--- src/rtl/match_controller_if.sv ---
// Bundles the frame-tick, button and ball-position inputs with the match status outputs.
interface match_controller_if;
  logic       update_screen;
  logic       arcade_button_pressed;
  logic [9:0] ball_left;
  logic       game_reset;
  logic       game_enable;
  logic       serve_right;
  logic [3:0] score_left;
  logic [3:0] score_right;
  logic [2:0] phase;
  logic       winner_right;

  // Driver side: game-state datapath / host.
  modport master (
    output update_screen,
    output arcade_button_pressed,
    output ball_left,
    input  game_reset,
    input  game_enable,
    input  serve_right,
    input  score_left,
    input  score_right,
    input  phase,
    input  winner_right
  );

  // Controller side.
  modport slave (
    input  update_screen,
    input  arcade_button_pressed,
    input  ball_left,
    output game_reset,
    output game_enable,
    output serve_right,
    output score_left,
    output score_right,
    output phase,
    output winner_right
  );
endinterface

--- src/rtl/match_controller.sv ---
// Match sequencer for a two-player ball game: idle, serve delay, play, point delay,
// pause and game-over phases, with score keeping and serve direction.
module match_controller #(
  parameter int unsigned WIN_SCORE    = 7,
  parameter int unsigned SERVE_FRAMES = 120,
  parameter int unsigned POINT_FRAMES = 60,
  parameter logic [9:0]  LEFT_GOAL    = 10'd0,
  parameter logic [9:0]  RIGHT_GOAL   = 10'd632
) (
  input  logic              clock,
  input  logic              reset,
  match_controller_if.slave mc_io
);

  localparam logic [3:0] WinScore  = 4'(WIN_SCORE);
  localparam logic [7:0] ServeLoad = 8'(SERVE_FRAMES);
  localparam logic [7:0] PointLoad = 8'(POINT_FRAMES);

  typedef enum logic [2:0] {
    StIdle  = 3'd0,
    StServe = 3'd1,
    StPlay  = 3'd2,
    StPoint = 3'd3,
    StPause = 3'd4,
    StOver  = 3'd5
  } state_e;

  state_e     state_q, state_d;
  logic [7:0] count_q, count_d;
  logic [3:0] score_left_q, score_left_d;
  logic [3:0] score_right_q, score_right_d;
  logic       serve_right_q, serve_right_d;
  logic       winner_right_q, winner_right_d;
  logic       game_reset_q, game_reset_d;
  logic       game_enable_q, game_enable_d;
  logic       button_prev_q, button_prev_d;

  logic press;
  logic tick;
  logic expire;
  logic left_missed;
  logic right_missed;

  // Saturating increment so a score can never wrap back to zero.
  function automatic logic [3:0] sat_inc(input logic [3:0] s);
    return (s == 4'hF) ? s : s + 4'd1;
  endfunction

  assign tick         = mc_io.update_screen;
  assign press        = mc_io.arcade_button_pressed & ~button_prev_q;
  // Expiry is the tick that takes the countdown from 1 to 0 (a stray 0 also expires).
  assign expire       = tick && (count_q <= 8'd1);
  assign left_missed  = mc_io.ball_left <= LEFT_GOAL;
  assign right_missed = mc_io.ball_left >= RIGHT_GOAL;

  // Next-state, countdown, score and registered-output computation.
  always_comb begin
    state_d        = state_q;
    count_d        = (tick && count_q != 8'd0) ? count_q - 8'd1 : count_q;
    score_left_d   = score_left_q;
    score_right_d  = score_right_q;
    serve_right_d  = serve_right_q;
    winner_right_d = winner_right_q;
    button_prev_d  = mc_io.arcade_button_pressed;

    case (state_q)
      StIdle: begin
        score_left_d  = 4'd0;
        score_right_d = 4'd0;
        if (press) begin
          state_d = StServe;
          count_d = ServeLoad;
        end
      end
      StServe: begin
        if (expire) state_d = StPlay;
      end
      StPlay: begin
        // A goal outranks a press landing in the same cycle.
        if (tick && left_missed) begin
          score_right_d = sat_inc(score_right_q);
          serve_right_d = 1'b0;
          state_d       = StPoint;
          count_d       = PointLoad;
        end else if (tick && right_missed) begin
          score_left_d  = sat_inc(score_left_q);
          serve_right_d = 1'b1;
          state_d       = StPoint;
          count_d       = PointLoad;
        end else if (press) begin
          state_d = StPause;
        end
      end
      StPause: begin
        if (press) state_d = StPlay;
      end
      StPoint: begin
        if (expire) begin
          if (score_left_q == WinScore || score_right_q == WinScore) begin
            state_d        = StOver;
            winner_right_d = (score_right_q == WinScore);
          end else begin
            state_d = StServe;
            count_d = ServeLoad;
          end
        end
      end
      StOver: begin
        if (press) begin
          state_d        = StServe;
          count_d        = ServeLoad;
          score_left_d   = 4'd0;
          score_right_d  = 4'd0;
          serve_right_d  = 1'b0;
          winner_right_d = 1'b0;
        end
      end
      default: begin
        state_d = StIdle;
      end
    endcase

    // Control outputs follow the state being entered so they switch with phase.
    game_reset_d  = (state_d == StIdle) || (state_d == StServe) || (state_d == StOver);
    game_enable_d = (state_d == StPlay);
  end

  // State and output registers; synchronous reset wins over every event.
  always_ff @(posedge clock) begin
    if (reset) begin
      state_q        <= StIdle;
      count_q        <= 8'd0;
      score_left_q   <= 4'd0;
      score_right_q  <= 4'd0;
      serve_right_q  <= 1'b0;
      winner_right_q <= 1'b0;
      game_reset_q   <= 1'b1;
      game_enable_q  <= 1'b0;
      button_prev_q  <= 1'b1;
    end else begin
      state_q        <= state_d;
      count_q        <= count_d;
      score_left_q   <= score_left_d;
      score_right_q  <= score_right_d;
      serve_right_q  <= serve_right_d;
      winner_right_q <= winner_right_d;
      game_reset_q   <= game_reset_d;
      game_enable_q  <= game_enable_d;
      button_prev_q  <= button_prev_d;
    end
  end

  assign mc_io.phase        = state_q;
  assign mc_io.game_reset   = game_reset_q;
  assign mc_io.game_enable  = game_enable_q;
  assign mc_io.serve_right  = serve_right_q;
  assign mc_io.score_left   = score_left_q;
  assign mc_io.score_right  = score_right_q;
  assign mc_io.winner_right = winner_right_q;

endmodule

--- src/flat_wrapper.sv ---
// flat-port wrapper written by rule: the top's interface ports become plain ports
module match_controller_flat 
#(
  parameter int unsigned WIN_SCORE    = 7,
  parameter int unsigned SERVE_FRAMES = 120,
  parameter int unsigned POINT_FRAMES = 60,
  parameter logic [9:0]  LEFT_GOAL    = 10'd0,
  parameter logic [9:0]  RIGHT_GOAL   = 10'd632
)
  (clock, reset, mc_io_update_screen, mc_io_arcade_button_pressed, mc_io_ball_left, mc_io_game_reset, mc_io_game_enable, mc_io_serve_right, mc_io_score_left, mc_io_score_right, mc_io_phase, mc_io_winner_right);
  match_controller_if mc_io_i ();
  input  logic clock;
  input  logic reset;
  input wire logic [$bits(mc_io_i.update_screen)-1:0] mc_io_update_screen;
  input wire logic [$bits(mc_io_i.arcade_button_pressed)-1:0] mc_io_arcade_button_pressed;
  input wire logic [$bits(mc_io_i.ball_left)-1:0] mc_io_ball_left;
  output wire logic [$bits(mc_io_i.game_reset)-1:0] mc_io_game_reset;
  output wire logic [$bits(mc_io_i.game_enable)-1:0] mc_io_game_enable;
  output wire logic [$bits(mc_io_i.serve_right)-1:0] mc_io_serve_right;
  output wire logic [$bits(mc_io_i.score_left)-1:0] mc_io_score_left;
  output wire logic [$bits(mc_io_i.score_right)-1:0] mc_io_score_right;
  output wire logic [$bits(mc_io_i.phase)-1:0] mc_io_phase;
  output wire logic [$bits(mc_io_i.winner_right)-1:0] mc_io_winner_right;
  assign mc_io_i.update_screen = mc_io_update_screen;
  assign mc_io_i.arcade_button_pressed = mc_io_arcade_button_pressed;
  assign mc_io_i.ball_left = mc_io_ball_left;
  assign mc_io_game_reset = mc_io_i.game_reset;
  assign mc_io_game_enable = mc_io_i.game_enable;
  assign mc_io_serve_right = mc_io_i.serve_right;
  assign mc_io_score_left = mc_io_i.score_left;
  assign mc_io_score_right = mc_io_i.score_right;
  assign mc_io_phase = mc_io_i.phase;
  assign mc_io_winner_right = mc_io_i.winner_right;
  match_controller #(.WIN_SCORE(WIN_SCORE), .SERVE_FRAMES(SERVE_FRAMES), .POINT_FRAMES(POINT_FRAMES), .LEFT_GOAL(LEFT_GOAL), .RIGHT_GOAL(RIGHT_GOAL)) u_core (.clock(clock), .reset(reset), .mc_io(mc_io_i));
endmodule
--- config.mk ---
export PLATFORM = sky130hd
export DESIGN_NAME = match_controller_flat
export DESIGN_NICKNAME = d
export VERILOG_FILES = /design/src/rtl/match_controller_if.sv /design/src/rtl/match_controller.sv /design/src/flat_wrapper.sv
export SDC_FILE = /design/constraint.sdc
export NUM_CORES = 1
export LEC_CHECK = 0
export BUFFER_PORTS_ARGS = -buffer_cell sky130_fd_sc_hd__buf_2
export CAP_MARGIN = 20
export CORE_UTILIZATION = 58
export CTS_CLUSTER_DIAMETER = 150
export DETAILED_ROUTE_END_ITERATION = 10
export PLACE_DENSITY = 0.82
export SLEW_MARGIN = 30
export SYNTH_ARGS = -nofsm -noshare
export SYNTH_HDL_FRONTEND = slang
export SYNTH_SLANG_ARGS = --single-unit
export TNS_END_PERCENT = 1
--- constraint.sdc ---
create_clock -name clock -period 5.93 [get_ports clock]
set_clock_uncertainty 0.2 [all_clocks]
set_input_delay 0.8895 -clock clock [delete_from_list [all_inputs] [get_ports clock]]
set_output_delay 0.8895 -clock clock [all_outputs]
set_load 0.02 [all_outputs]
==> results.md <==
- The clock tree from TritonCTS is built.
- The initial antenna violation count is 0.
- The number of warning messages in the yosys log is 0.
- After synthesis the cells add up to 1470 um2.
- After synthesis, the netlist uses 49 different library cells.
- The highest clock frequency the design can meet is 433 MHz.
- A synthesized cell averages 8.84 um2.
- The final standard cell utilization of the core is 0.708.
- The critical path in this run is classified as reg -> out.
- Setup violations remaining at the end of the flow were counted as 0.
- Broken down by cell family, the worst path's largest delay share belongs to flip-flops.
- For this design the static power due to leakage is 0.657 nW.
- The cell area reported after detailed placement is 1600 um2.
- The flow ran to the end, and the final reports show no timing, DRC or antenna violations.
- The buffer and inverter count on the worst path is 1.
- The number of clock sinks is 24.
- Setup repair after global routing left no endpoint under its margin.
- 29 I/O pins were placed.
- Of the cells placed in the final design, the portion with a size suffix greater than 1 is 0.251.
- The TritonCTS buffer count is 3.
- From left edge to right edge, the die measures 52.3 um.
- The clock root buffer master is sky130_fd_sc_hd__clkbuf_4.
- In this run the remaining antenna-violating nets after routing total 0.
- The count of state elements after synthesis is 24.
- Counting I/O delays and the setup requirement, the final critical path takes 2.31 ns.
- STA puts the critical path data arrival time at 1.22 ns.
- The count of inserted antenna diode cells is 0.
- The die covers 2740 um2.
- Measured along the y axis, the die boundary spans 52.3 um.
- Across the run, the number of max-cap violations was 0.
- The share of synthesized registers carrying an async set or reset is 0.
- The layout-stage area growth over the synthesis result is 10.7%.
- The largest single stage delay on the critical path is 0.65 ns.
- The number of enable flip-flop cells after synthesis is 0.
- The clock transition at the registers of the reported paths is 0.12 ns.
- CTS built an H-tree with a depth of 1.
- The maximum number of pins on one net before global-route repair is 17.
- The area of the core region is 2300 um2.
- The source-to-sink clock delay at the later pin of the worst-skew pair is 0.32 ns.
- The post-route cell area is 1630 um2.
- The signal on the critical path passes through buf_2.
- The worst hold-check path type is reg -> reg.
- After floorplanning, the core was divided into 17 placement rows.
- For this run the aggregate overflow at the end of global routing stands at 0.
- The part of the cycle the worst path needs is 0.389.
- Once the clock tree was built, the resizer swapped 0 gates to a different size.
- The total number of vias is 1333.
- The initial utilization of the core area, before any placement, comes to 0.639.
- The net count after synthesis is 185.
- The via count of the first global-routing pass is 1160.
- The category of the worst setup path capture point is an output port.
- Adding up every negative setup slack in the final design gives 0 ns.
- In the layout the commonest cells are sky130_fd_sc_hd__buf_2 (28), sky130_fd_sc_hd__dfxtp_1 (24), sky130_fd_sc_hd__nor2_1 (19), sky130_fd_sc_hd__a21oi_1 (14), sky130_fd_sc_hd__nand2_1 (11).
- The routed wire length is 3.10 mm.
- The global-route total usage across every layer is 0.256.
- STA puts the critical path data required time at 4.84 ns.
- The post-detailed-route DRC marker count is 0.
- The number of buffers inserted to repair setup after CTS is 0.
- Buffers placed on the I/O ports in this run total 28.
- The transition time of the tightest slew-check pin is 0.543 ns.
- VDD sags by at most 360 uV.
- The maximum net fanout on the critical path is 14.
- The number of design-rule violations left by the first detailed-router iteration is 44.
- Detailed placement ended at an HPWL of 2.41 mm.
- The library cell used most frequently in the layout, excluding fill and tap cells, is sky130_fd_sc_hd__buf_2.
- The net count of the finished layout is 212.
- Power spread over the standard cell area amounts to 342 nW/um2.
- The clock passes through at most 2 buffers.
- The final estimated routing congestion in global placement is 0.893.
- Among all stages on the critical path, the largest delay is contributed by sky130_fd_sc_hd__dfxtp_1.
- After detailed routing, the average wire length per cell comes to 14.2 um.
- In the routed layout, each cell is associated on average with a via count of 6.09.
- The global-route wire length before repair is 5.14 mm.
- Buffers inserted to repair hold after CTS numbered 0.
- The prevailing post-synth register cell is sky130_fd_sc_hd__dfxtp_1.
- The relative max-transition margin is 0.638.
- STA classifies the critical path startpoint as a flip-flop.
- The detailed-routing iteration count for the pre-antenna-repair pass is 4.
- The final count of hold timing violations is 0.
- The synthesized netlist cell count is 166.
- For this run, the register share of the synthesized area comes to 0.327.
- The max-slew violation count is 0.
[layer usage]
| layer | track usage | up-vias | share of wire |
|---|---|---|---|
| li1 | - | 655 | - |
| met4 | 0.0877 | 0 | 0.011 |
| met5 | 0 | - | 0 |
| met1 | 0.322 | 626 | 0.46 |
| met2 | 0.422 | 47 | 0.47 |
| met3 | 0.0638 | 5 | 0.055 |
[kinds of logic (layout without fill, tap and decap cells)]
group,Yosys count,after routing,share of synthesized area
and+or+nand+nor,76,76,0.311
AOI/OAI and AO/OA,36,36,0.191
DFF,24,24,0.327
xor gates and xnor gates,11,11,0.0656
buffers and inverters,11,36,0.0401
adders and majority gates,5,5,0.0426
muxes,3,3,0.0222
[state kept, by name, summed over array words and instances, names as in the netlist]
register,flops
u_core.count_q,8
u_core.mc_io.score_left,4
u_core.mc_io.score_right,4
u_core.mc_io.phase,3
u_core.button_prev_q,1
u_core.mc_io.game_enable,1
u_core.mc_io.game_reset,1
u_core.mc_io.serve_right,1
u_core.mc_io.winner_right,1
[worst paths after layout]
| kind | to | cells past startpoint | slack, ns | startpoint |
|---|---|---|---|---|
| worst max register to register | u_core.mc_io.score_right[1]$_SDFFE_PP0P_ | 5 | 3.74 | u_core.mc_io.phase[2]$_SDFF_PP0_ |
| worst min register to register | u_core.count_q[1]$_SDFF_PP0_ | 2 | 0.34 | u_core.count_q[1]$_SDFF_PP0_ |
| worst min-delay path | u_core.count_q[1]$_SDFF_PP0_ | 2 | 0.34 | u_core.count_q[1]$_SDFF_PP0_ |
| worst max-delay path | mc_io_phase[2] | 1 | 3.62 | u_core.mc_io.phase[2]$_SDFF_PP0_ |
[metrics by stage]
| step | power (W) | setup slack [ns] | instances | hold WS, ns |
|---|---|---|---|---|
| 6_report | 0.000556 | 3.62 | 219 | 0.343 |
| 5_1_grt | 0.000598 | 3.55 | 219 | 0.375 |
| 4_1_cts | 0.000559 | 3.62 | 219 | 0.349 |
| 3_5_place_dp | 0.000487 | 3.41 | 216 | 0.315 |
| 3_3_place_gp | 0.000478 | 3.47 | 216 | 0.268 |
| 2_1_floorplan | 0.000444 | 3.63 | 166 | 0.283 |
[final cells by class]
cell class              instances  area, um2
multi-input cells             131        928
fillers                       193        672
flip-flops and latches         24        480
repair buffers                 28        140
well taps                      28       35.0
clock buffers                   3       22.5
inverters                       5       18.8
[power breakdown]
group / leakage, nW / total [W] / internal, W / switching, W
combinational: 0.448 / 0.000257 / 0.000124 / 0.000134
sequential: 0.195 / 0.000227 / 0.000188 / 0.0000384
clock: 0.0138 / 0.0000723 / 0.0000238 / 0.0000484
[synth_stat cells (3+ instances only)]
cell type	n	area, um2
sky130_fd_sc_hd__a21oi_1	14	70.1
sky130_fd_sc_hd__nand3b_1	6	45.0
sky130_fd_sc_hd__xnor2_1	4	35.0
sky130_fd_sc_hd__nor2_1	19	71.3
sky130_fd_sc_hd__and3_1	6	37.5
sky130_fd_sc_hd__nand2b_1	3	18.8
sky130_fd_sc_hd__inv_1	5	18.8
sky130_fd_sc_hd__nand3_1	5	25.0
sky130_fd_sc_hd__nand4_1	5	31.3
sky130_fd_sc_hd__dfxtp_1	24	480
sky130_fd_sc_hd__nor3_1	3	15.0
sky130_fd_sc_hd__ha_1	5	62.6
sky130_fd_sc_hd__nand2_1	11	41.3
sky130_fd_sc_hd__or2_2	3	18.8
sky130_fd_sc_hd__xor2_1	7	61.3
No activity file was read; power rests on OpenSTA's default activity.
